--- config.mk ---
export PLATFORM = sky130hd
export DESIGN_NAME = alu_op_sequencer
export DESIGN_NICKNAME = d
export VERILOG_FILES = /design/src/rtl/alu_op_pkg.sv /design/src/rtl/alu_op_rom.sv /design/src/rtl/alu_op_sequencer.sv
export SDC_FILE = /design/constraint.sdc
export NUM_CORES = 1
export LEC_CHECK = 0
export BUFFER_PORTS_ARGS = -buffer_cell sky130_fd_sc_hd__buf_2
export CAP_MARGIN = 10
export CORE_MARGIN = 2
export CORE_UTILIZATION = 50
export CTS_CLUSTER_SIZE = 20
export DETAILED_ROUTE_END_ITERATION = 10
export PLACE_DENSITY = 0.76
export SLEW_MARGIN = 30
export SYNTH_ARGS = -nofsm -noshare
export SYNTH_HDL_FRONTEND = slang
export SYNTH_SLANG_ARGS = --single-unit
--- constraint.sdc ---
create_clock -name clk_i -period 2.4 [get_ports clk_i]
set_clock_uncertainty 0.2 [all_clocks]
set_input_delay 0.12 -clock clk_i [delete_from_list [all_inputs] [get_ports clk_i]]
set_output_delay 0.12 -clock clk_i [all_outputs]
set_load 0.02 [all_outputs]
--- src/rtl/alu_op_pkg.sv ---
// Shared types and the fixed opcode decode table for the ALU opcode sequencer.
// Each table entry is {legal, cw[7:0], beats[2:0]}, indexed by opcode.
package alu_op_pkg;

  localparam int unsigned TableDepth = 16;
  localparam int unsigned EntryW     = 12;

  typedef enum logic [0:0] {StIdle, StIssue} state_e;

  localparam logic [EntryW-1:0] DECODE_TABLE [TableDepth] = '{
    {1'b1, 8'h30, 3'd1},
    {1'b1, 8'h40, 3'd1},
    {1'b1, 8'h50, 3'd1},
    {1'b1, 8'h6A, 3'd1},
    {1'b1, 8'h7A, 3'd1},
    {1'b1, 8'h8A, 3'd1},
    {1'b1, 8'h9A, 3'd2},
    {1'b1, 8'hAA, 3'd2},
    {1'b1, 8'hBA, 3'd4},
    {1'b1, 8'hCA, 3'd4},
    {1'b1, 8'hDA, 3'd1},
    {1'b1, 8'hE0, 3'd1},
    {1'b1, 8'hFF, 3'd3},
    {1'b0, 8'h00, 3'd1},
    {1'b0, 8'h00, 3'd1},
    {1'b0, 8'h00, 3'd1}
  };

endpackage

--- src/rtl/alu_op_rom.sv ---
// Combinational opcode decoder: opcode -> {legal, control word, beat count}.
// Codes outside the table, or marked illegal, yield ILLEGAL_CW with one beat.
module alu_op_rom #(
  parameter int unsigned      OPC_W      = 4,
  parameter int unsigned      CW_W       = 8,
  parameter logic [CW_W-1:0]  ILLEGAL_CW = '0
) (
  input  logic [OPC_W-1:0] opcode_i,
  output logic             legal_o,
  output logic [CW_W-1:0]  cw_o,
  output logic [2:0]       beats_o
);
  import alu_op_pkg::*;

  logic [31:0]       opc_ext;
  logic [3:0]        tbl_idx;
  logic              in_range;
  logic [EntryW-1:0] entry;

  always_comb begin
    opc_ext  = 32'(opcode_i);
    tbl_idx  = opc_ext[3:0];
    in_range = opc_ext < 32'(TableDepth);
    entry    = DECODE_TABLE[tbl_idx];
    legal_o  = in_range & entry[11];
    cw_o     = legal_o ? CW_W'(entry[10:3]) : ILLEGAL_CW;
    beats_o  = legal_o ? entry[2:0] : 3'd1;
  end

endmodule

--- src/rtl/alu_op_sequencer.sv ---
// Registered ALU opcode sequencer: accepts one opcode per handshake and streams
// its control-word beats, tracking illegal opcodes with a saturating counter.
module alu_op_sequencer #(
  parameter int unsigned     OPC_W      = 4,
  parameter int unsigned     CW_W       = 8,
  parameter int unsigned     MAX_UOPS   = 4,
  parameter logic [CW_W-1:0] ILLEGAL_CW = '0,
  parameter int unsigned     CNT_W      = 8,
  localparam int unsigned    UW         = (MAX_UOPS > 1) ? $clog2(MAX_UOPS) : 1
) (
  input  logic             clk_i,
  input  logic             rst_ni,
  input  logic             flush_i,
  input  logic             op_valid_i,
  output logic             op_ready_o,
  input  logic [OPC_W-1:0] opcode_i,
  output logic             cw_valid_o,
  input  logic             cw_ready_i,
  output logic [CW_W-1:0]  cw_o,
  output logic [UW-1:0]    uop_idx_o,
  output logic             cw_last_o,
  output logic             illegal_o,
  output logic [CNT_W-1:0] illegal_cnt_o
);
  import alu_op_pkg::*;

  state_e           state_q, state_d;
  logic [CW_W-1:0]  cw_q, cw_d;
  logic [UW-1:0]    idx_q, idx_d;
  logic [UW-1:0]    last_idx_q, last_idx_d;
  logic             cw_last_q, cw_last_d;
  logic             illegal_q, illegal_d;
  logic [CNT_W-1:0] cnt_q, cnt_d;

  logic             rom_legal;
  logic [CW_W-1:0]  rom_cw;
  logic [2:0]       rom_beats;
  int unsigned      beats_clamped;
  logic [UW-1:0]    rom_last_idx;

  logic             op_ready;
  logic             accept;
  logic             beat_take;

  alu_op_rom #(
    .OPC_W      (OPC_W),
    .CW_W       (CW_W),
    .ILLEGAL_CW (ILLEGAL_CW)
  ) u_rom (
    .opcode_i (opcode_i),
    .legal_o  (rom_legal),
    .cw_o     (rom_cw),
    .beats_o  (rom_beats)
  );

  // Table beat counts above MAX_UOPS are clamped.
  always_comb begin
    beats_clamped = 32'(rom_beats);
    if (beats_clamped > MAX_UOPS) beats_clamped = MAX_UOPS;
    if (beats_clamped == 0) beats_clamped = 1;
    rom_last_idx = UW'(beats_clamped - 1);
  end

  always_ff @(posedge clk_i) begin
    if (!rst_ni) begin
      state_q    <= StIdle;
      cw_q       <= '0;
      idx_q      <= '0;
      last_idx_q <= '0;
      cw_last_q  <= 1'b0;
      illegal_q  <= 1'b0;
      cnt_q      <= '0;
    end else begin
      state_q    <= state_d;
      cw_q       <= cw_d;
      idx_q      <= idx_d;
      last_idx_q <= last_idx_d;
      cw_last_q  <= cw_last_d;
      illegal_q  <= illegal_d;
      cnt_q      <= cnt_d;
    end
  end

  always_comb begin
    state_d    = state_q;
    cw_d       = cw_q;
    idx_d      = idx_q;
    last_idx_d = last_idx_q;
    cw_last_d  = cw_last_q;
    illegal_d  = illegal_q;
    cnt_d      = cnt_q;
    accept     = op_valid_i & op_ready;
    beat_take  = (state_q == StIssue) & cw_ready_i;

    if (flush_i) begin
      state_d   = StIdle;
      idx_d     = '0;
      cw_last_d = 1'b0;
    end else if (accept) begin
      state_d    = StIssue;
      cw_d       = rom_cw;
      idx_d      = '0;
      last_idx_d = rom_last_idx;
      cw_last_d  = (rom_last_idx == '0);
      illegal_d  = ~rom_legal;
      if (!rom_legal && (cnt_q != '1)) cnt_d = cnt_q + CNT_W'(1);
    end else if (beat_take && !cw_last_q) begin
      idx_d     = idx_q + UW'(1);
      cw_last_d = ((idx_q + UW'(1)) == last_idx_q);
    end else if (beat_take) begin
      state_d   = StIdle;
      idx_d     = '0;
      cw_last_d = 1'b0;
    end
  end

  always_comb begin
    op_ready      = rst_ni & ~flush_i &
                    ((state_q == StIdle) | ((state_q == StIssue) & cw_ready_i & cw_last_q));
    op_ready_o    = op_ready;
    cw_valid_o    = (state_q == StIssue);
    cw_o          = cw_q;
    uop_idx_o     = idx_q;
    cw_last_o     = cw_last_q;
    illegal_o     = illegal_q;
    illegal_cnt_o = cnt_q;
  end

endmodule

==> results.ini, run 1 <==
[finish]
layout_common_cells=30 x buf_2, 21 x dfxtp_1, 20 x nand2_1, 14 x a21oi_1, 9 x nor2_1
area.growth.synth_to_final_pct=18.22
fin_cells=206
fin_area_um2=1413
antennaDiodeCount=0
finalNetCount=194
final_common_cell=buf_2
regArea_um2=420.4
fill_cells=200
fin_util=0.6325
drive_gt1_frac=0.2191
multi_input_area_um2=695.7

[pwr]
clkPwrFrac=0.273
switching_share=0.2746
power_density_nw_per_um2=444.3
p_seq_frac=0.574
power_leakage_nw=0.6094
switchingPower_w=0.0001724
p_comb_frac=0.153
p_int_w=0.0004552
ir_drop_v=0.0002870

[global_route]
antenna_found_initial=0
grt_pass1_vias=973
grt_max_degree=17
grt_pass1_wl_um=4195
grt_usage=0.2032
gr-total-overflow=0

[yosys]
yosys-mux-area-fraction=0.03351
synth_area_leaders=dfxtp_1 35%, ha_1 6.3%, nand2_1 6.3%
yosys_register_bits=21
synth_nets=163
synth_area_um2=1195
avgSynthCellArea_um2=8.074
synth_compound_area_frac=0.2136
synthFlopType=dfxtp_1
synth-edff-count=0
yosysTopAreaCellShare=0.3518
synthCells=148
yosys_warnings=0
synth_top_area_cell=dfxtp_1
synth_top_family_by_area=simple AND/OR/NAND/NOR gates
async_reset_ff_frac=0
seq_area_frac_synth=0.3518
synthAdderAreaFrac=0.06283
synth-simple-area-share=0.2649
ys_types=39
synth_xor_area_frac=0.007330

[drt]
ant_nets=0
totalWireLength_um=2575
drc=0
vias=1136
wl_per_cell_um=12.50
firstDrtPassIters=4
viasPerCell=5.515
drt_iter0_drc=19

[worst_setup_path]
endpoint_kind=flip-flop
worstSetupStartpoint=illegal_cnt_o[1]$_SDFFE_PN0P_
r2r-start=illegal_cnt_o[1]$_SDFFE_PN0P_
crit_path_top_delay_cell=o311ai_2
crit_buf_inv=0
critical_path_class=reg2reg
crit_fanout=13
arrival_ps=2080
max_stage_delay_ps=720
path_cells=ha_1 > nand3_2 > o311ai_2 > o311ai_0 > o41ai_1
critPathLaunchType=flip-flop
crit_required_ps=2410
path_delay_family=compound AO/OA/AOI/OAI gates

[timing]
worst_slew_pin_slew_ps=755.8
drv_slew=0
period_minus_slack_ps=2072
slew_headroom=0.4953
fin_setup_tns_ps=0
setup_viol=0
post-route-period-util=0.8632
rsz0062_at_grt=no
hold_viol=0
clock.fmax_ghz=0.4827

[clocking]
clkLatencyLatePin_ps=310
clkTransAtPathRegs_ps=120
cts_hold_buf=5
post_cts_buffers=0
htree_num_levels=1
cts_buffers=3
clockRootBuffer=clkbuf_4
tritoncts=yes
ctsResizeCount=0
cts.sinks=21
clockBufferDepth=2

[status]
status=finished clean

[place]
dp.cells=197
io_buffers=30
dp_hpwl_um=1888
placed_area_um2=1335
place_congestion=0.8127

[die]
die_h_um=52.89
die_area_um2=2797
die_x_um=52.89
core_area_um2=2233
pin_count=31
fp-row-count=17
start_util=0.5350

[worst_hold_path]
hold_start=flush_i
hold_class=in2reg

[flow_run]
drv_cap=0

[power by group through the flow]
stage	sequential [W]	clock (W)	combinational, W
6_report	0.000360	0.000171	0.0000962
4_1_cts	0.000360	0.000180	0.0000961
3_5_place_dp	0.000368	0	0.0000890
3_3_place_gp	0.000368	0	0.0000867
5_1_grt	0.000362	0.000189	0.000108
2_1_floorplan	0.000375	0	0.0000572
[cell usage after synthesis, types with 2 or more instances]
| library cell | number |
|---|---|
| nor2_1 | 9 |
| nand3_1 | 2 |
| o211ai_1 | 2 |
| and3_1 | 3 |
| o21ai_0 | 4 |
| dfxtp_1 | 21 |
| nand2_1 | 20 |
| nor3_1 | 5 |
| a21oi_1 | 14 |
| buf_2 | 3 |
| ha_1 | 6 |
| nor2b_1 | 2 |
| nand4_1 | 2 |
| clkbuf_1 | 4 |
| a211oi_1 | 4 |
| buf_4 | 3 |
| or4_1 | 3 |
| inv_1 | 7 |
| a22oi_1 | 2 |
| mux2i_1 | 4 |
| nand2b_1 | 7 |
| o31ai_1 | 4 |
[sequential cells by signal, summed over array words and instances (netlist names)]
register and flops:
illegal_cnt_o 8, cw_o 6, last_idx_q 2, uop_idx_o 2, cw_last_o 1, cw_valid_o 1, illegal_o 1
[layout make-up]
cell class | count | share of cell area
multi-input cells | 110 | 0.4925
inverters | 7 | 0.01860
repair buffers | 36 | 0.1470
clock buffers | 3 | 0.01594
well taps | 28 | 0.02480
clock inverters | 1 | 0.003543
flip-flops and latches | 21 | 0.2976
[path summary, 6_finish.rpt]
check / end / slack, ps / depth (start not counted)
min reg2reg: cw_o[5]$_SDFFE_PN0P_ / 260 / 2
max: illegal_cnt_o[2]$_SDFFE_PN0P_ / 330 / 5
max reg2reg: illegal_cnt_o[2]$_SDFFE_PN0P_ / 330 / 5
min: cw_valid_o$_SDFFE_PP0P_ / 8 / 4
[cells by family (layout without fill, tap and decap cells)]
group | count (synthesis) | after routing
multiplexers | 4 | 4
flip-flops | 21 | 21
AO/OA/AOI/OAI | 38 | 38
AND/OR/NAND/NOR | 61 | 61
buffers and inverters | 17 | 47
adder cells (fa/ha/maj) | 6 | 6
XOR/XNOR | 1 | 1
[stage by stage]
step,setup WS [ps],power (W),hold WS (ps)
after global placement,407.0,0.0004544,156.8
after detailed placement,354.7,0.0004573,157.9
after floorplan,548.3,0.0004319,40.67
final,328.4,0.0006276,7.898
after global routing,182.7,0.0006593,36.14
after CTS,348.3,0.0006366,1.595
[tightest hold or removal path: cells and delay by family]
kind / cells / cell delay [ps]
AND/OR/NAND/NOR: 2 / 210
buffers and inverters: 2 / 160
[layer usage]
metal	track usage	vias to the layer above	share of wire
met1	0.2518	515	0.47
met4	0.09829	0	0.016
met2	0.3375	30	0.47
met5	0	-	0
met3	0.03672	5	0.051
li1	-	586	-
Power figures use the tool's default switching activity.
==> run 2: changes to the inputs <==
==> constraint.sdc (replaced) <==
create_clock -name clk_i -period 2 [get_ports clk_i]
set_clock_uncertainty 0.2 [all_clocks]
set_input_delay 0.1 -clock clk_i [delete_from_list [all_inputs] [get_ports clk_i]]
set_output_delay 0.1 -clock clk_i [all_outputs]
set_load 0.02 [all_outputs]
==> run 2 against run 1 <==
  * Final cell count rose by 3.9%
  * Critical endpoint is now illegal_cnt_o[3]$_SDFFE_PN0P_
  * Flip-flop and latch count unchanged
  * Hold slack better by 1.8 ps
  * Highest routed layer unchanged
  * First-iteration DRC count up 26%
  * Critical path depth grew 2
  * Sequential power increased by 20%
==> results.ini, run 2 (same netlist as run 1, synthesis figures left out) <==
[die]
pin_count=31
start_util=0.5350
die_h_um=52.89
core_area_um2=2233
die_area_um2=2797
fp-row-count=17
die_x_um=52.89

[worst_setup_path]
critPathLaunchType=primary input
crit_path_top_delay_cell=dlygate4sd3_1
crit_required_ps=2040
reg2reg_to=illegal_cnt_o[3]$_SDFFE_PN0P_
max_stage_delay_ps=550
critical_path_class=in2reg
path_cells=dlygate4sd3_1 > clkbuf_4 > and3b_2 > o311ai_2 > buf_4 > or4_1 > a21oi_1
r2r_cells=6
worstSetupStartpoint=opcode_i[3]
path_delay_family=buffers and inverters
r2r-start=illegal_cnt_o[1]$_SDFFE_PN0P_
cp_num_cells=7
reg2reg_slack_ps=110
crit_buf_inv=3
crit_fanout=13
arrival_ps=1990
endpoint_kind=flip-flop
crit_end=illegal_cnt_o[3]$_SDFFE_PN0P_

[global_route]
grt_pass1_wl_um=4816
grt_usage=0.2311
antenna_found_initial=0
grt_pass1_vias=1107
grt_use_met1=0.3093
grt_max_degree=16
use_met3=0.02542
gr-usage-met2=0.3792
gr-total-overflow=0
busiest_layer=met2

[finish]
finalNetCount=202
final_common_cell=buf_2
layout_common_cells=29 x buf_2, 20 x dfxtp_1, 19 x nand2_1, 14 x a21oi_1
largest_reg_flops=8
area.growth.synth_to_final_pct=23.67
fin_cells=214
antennaDiodeCount=0
fin_util=0.6616
drive_gt1_frac=0.2581

[flow_run]
drv_cap=0

[place]
io_buffers=30
place_congestion=0.8446
dp.cells=204
dp_hpwl_um=2058

[timing]
setup_viol=0
drv_slew=0
hold_viol=0
worst_slew_pin_slew_ps=393.7
slew_headroom=0.7372
clock.fmax_ghz=0.5131
period_minus_slack_ps=1949
post-route-period-util=0.9744

[drt]
firstDrtPassIters=4
viasPerCell=5.523
vias=1182
totalWireLength_um=2773
drt_iter0_drc=24
ant_nets=0
wl_per_cell_um=12.96
drc=0

[worst_hold_path]
hold_start=flush_i
hold_depth=4
hold_class=in2reg

[clocking]
clkTransAtPathRegs_ps=110
clkLatencyLatePin_ps=300
cts_buffers=3
clockRootBuffer=clkbuf_4
clockBufferDepth=2
cts.sinks=21
htree_num_levels=1
tritoncts=yes

[pwr]
power_w=0.0007601
power_density_nw_per_um2=514.4
ir_drop_v=0.0004572
power_leakage_nw=0.6472

[status]
status=finished clean

[run 2: changes by cell type in the layout (fill, tap and decap cells not counted), sizes merged]
cell / before / now
clkbuf: 3 / 5
clkinv: 1 / 0
buf: 31 / 38
[run 2: through the flow]
| step | cell area (µm²) | setup TNS, ps | worst slack (ps) | hold slack, ps |
|---|---|---|---|---|
| final | 1478 | 0 | 51.14 | 9.722 |
| after global routing | 1478 | -12.86 | -7.461 | 30.49 |
| after floorplan | 1195 | 0 | 148.3 | 20.67 |
| after CTS | 1464 | 0 | 80.18 | 2.207 |
| after global placement | 1388 | 0 | 136.5 | 138.6 |
| after detailed placement | 1388 | 0 | 79.46 | 140.1 |
[run 2: final cells by class]
class                      instances  area (µm²)
clock buffer                       4       26.28
tap                               28       35.03
inverter                           7       26.28
sequential                        21       421.7
multi-input combinational        110       698.2
fill                             191       755.7
timing repair buffer              44       270.3
[run 2: per-layer routing]
metal  vias up  part of all wire
li1        611                 -
met1       539              0.46
met2        27              0.48
met3         5             0.042
met4         0             0.015
met5         -                 0
[run 2: timing repair]
item                                   in CTS  in global routing
setup buffers                               0                  1
gates resized for setup                     0                  3
endpoints found under the hold margin       7                  0
setup endpoints to repair                   0                  3
hold buffers                                5                  0
[run 2: worst min-delay path, cell delays in order]
cell and delay (ps):
buf_2 100, inv_1 60, nand2_1 150, nor2_1 60
[run 2: worst min-delay path by stage]
stage / endpoint / slack (ps)
after global routing: cw_valid_o$_SDFFE_PP0P_ / 30
final: cw_valid_o$_SDFFE_PP0P_ / 10
after detailed placement: cw_valid_o$_SDFFE_PP0P_ / 140
after floorplan: cw_valid_o$_SDFFE_PP0P_ / 20
after CTS: cw_valid_o$_SDFFE_PP0P_ / 2
after global placement: cw_valid_o$_SDFFE_PP0P_ / 140
[run 2: report_power, final]
part	leakage, nW	total (W)	switching, W	internal (W)
Sequential	0.170	0.000433	0.00000622	0.000426
Combinational	0.462	0.000126	0.0000734	0.0000531
Clock	0.0150	0.000201	0.000123	0.0000778
Total	0.647	0.000760	0.000203	0.000557
==> run 3: changes to the inputs <==
--- a/config.mk
+++ b/config.mk
@@ -7,7 +7,7 @@
 export LEC_CHECK = 0
 export BUFFER_PORTS_ARGS = -buffer_cell sky130_fd_sc_hd__buf_2
 export CAP_MARGIN = 10
-export CORE_MARGIN = 2
+export CORE_MARGIN = 4
 export CORE_UTILIZATION = 50
 export CTS_CLUSTER_SIZE = 20
 export DETAILED_ROUTE_END_ITERATION = 10
==> run 3 against run 2 <==
  * First-iteration DRC count is 17% higher
  * Register-to-register slack about the same
  * Non-clock buffer count is 1 higher
  * Clock power rose by 5%
  * Sequential power is essentially flat
  * Sequential share of layout area fell by 0.14 points
  * Wire length grew 3.8%
  * Flip-flop and latch count did not move
  * Final cell count up 0.47%
  * Critical endpoint is now illegal_cnt_o[5]$_SDFFE_PN0P_
  * Largest cell class unchanged
==> results.ini, run 3 (same netlist as run 1, synthesis figures left out) <==
[status]
status=finished clean

[finish]
final_common_cell=buf_2
largest_reg_flops=8
drive_gt1_frac=0.2620
finalNetCount=203
layout_common_cells=29 x buf_2, 20 x dfxtp_1, 19 x nand2_1, 14 x a21oi_1, 10 x buf_4
area.growth.synth_to_final_pct=24.29
antennaDiodeCount=0
fin_area_um2=1485

[drt]
totalWireLength_um=2879
firstDrtPassIters=4
ant_nets=0
drt_iter0_drc=28
drc=0
viasPerCell=5.577
wl_per_cell_um=13.39
vias=1199

[die]
fp-row-count=17
die_x_um=56.89
start_util=0.5350
die_h_um=56.89
core_area_um2=2233
pin_count=31
die_area_um2=3236

[worst_setup_path]
arrival_ps=1940
crit_path_top_delay_cell=or4_1
path_delay_family=simple AND/OR/NAND/NOR gates
endpoint_kind=flip-flop
critPathLaunchType=flip-flop
crit_required_ps=2050
crit_fanout=13
critical_path_class=reg2reg
path_cells=ha_1 > nand3_2 > o311ai_2 > buf_4 > or4_1 > a21oi_1
max_stage_delay_ps=460
crit_buf_inv=1

[timing]
rsz0062_at_grt=no
drv_slew=0
clock.fmax_ghz=0.5296
period_minus_slack_ps=1888
slew_headroom=0.7431
post-route-period-util=0.9442
fin_setup_tns_ps=0
hold_viol=0
worst_slew_pin_slew_ps=381.9
setup_viol=0

[global_route]
busiest_layer=met2
grt_max_degree=15
antenna_found_initial=0
gr-usage-met2=0.3100
use_met3=0.02529
grt_use_met1=0.2222
gr-total-overflow=0
grt_usage=0.1811
grt_pass1_wl_um=4809
grt_pass1_vias=1155

[pwr]
p_comb_frac=0.167
p_int_w=0.0005591
power_density_nw_per_um2=519.6
clkPwrFrac=0.274
ir_drop_v=0.0004095
switchingPower_w=0.0002126
p_seq_frac=0.560
power_leakage_nw=0.6528
switching_share=0.2755

[clocking]
clkLatencyLatePin_ps=310
tritoncts=yes
cts.sinks=21
htree_num_levels=1
clockBufferDepth=2
cts_buffers=3
clockRootBuffer=clkbuf_4
clkTransAtPathRegs_ps=120

[flow_run]
drv_cap=0

[worst_hold_path]
hold_class=in2reg

[place]
place_congestion=0.7883
dp_hpwl_um=2178
placed_area_um2=1403
io_buffers=30

-- run 3: cell type report --
type | count | area [µm²]
Clock buffer | 4 | 26.28
Tap cell | 28 | 35.03
Timing Repair Buffer | 45 | 277.8
Multi-Input combinational cell | 110 | 698.2
Sequential cell | 21 | 421.7
Fill cell | 207 | 748.2
Inverter | 7 | 26.28
-- run 3: metal layers --
metal	vias up	part of all wire
li1	604	-
met1	558	0.45
met2	30	0.48
met3	7	0.044
met4	0	0.021
met5	-	0
-- run 3: path summary, 6_finish.rpt --
check / cells past startpoint / slack [ps] / endpoint / startpoint
worst max-delay path: 6 / 110 / illegal_cnt_o[5]$_SDFFE_PN0P_ / illegal_cnt_o[0]$_SDFFE_PN0P_
worst min-delay path: 4 / 60 / cw_o[2]$_SDFFE_PN0P_ / opcode_i[2]
worst max register to register: 6 / 110 / illegal_cnt_o[5]$_SDFFE_PN0P_ / illegal_cnt_o[0]$_SDFFE_PN0P_
worst min register to register: 2 / 260 / cw_o[5]$_SDFFE_PN0P_ / cw_o[5]$_SDFFE_PN0P_
-- run 3: stage by stage --
step,std cells,utilization,hold WS (ps),total power [W],setup WS [ps]
6_report,215,0.6650,59.48,0.0007717,111.7
5_1_grt,215,0.6650,81.91,0.0008084,8.613
4_1_cts,215,0.6622,50.84,0.0007774,18.97
3_5_place_dp,206,0.6280,141.8,0.0005604,73.73
3_3_place_gp,206,0.6280,139.6,0.0005564,140.5
2_1_floorplan,148,-,20.67,0.0005182,148.3
-- run 3: power groups by stage --
stage	Combinational, W	Sequential [W]	Clock [W]
after floorplan	0.0000686	0.000450	0
after global placement	0.000115	0.000441	0
after detailed placement	0.000119	0.000441	0
after CTS	0.000127	0.000432	0.000218
after global routing	0.000142	0.000434	0.000233
final	0.000129	0.000432	0.000211
-- run 3: worst register-to-register path: stages (launching register included) --
cell	delay, ps
dfxtp_2	360
ha_1	230
nand3_2	120
o311ai_2	110
buf_4	190
or4_1	460
a21oi_1	150
-- run 3: repair_timing --
action                                  4_1_cts  5_1_grt
hold buffers                                  5        0
buffers inserted                              0        0
gates resized for setup                       0        3
endpoints found under the hold margin         7        0
endpoints found under the setup margin        0        6
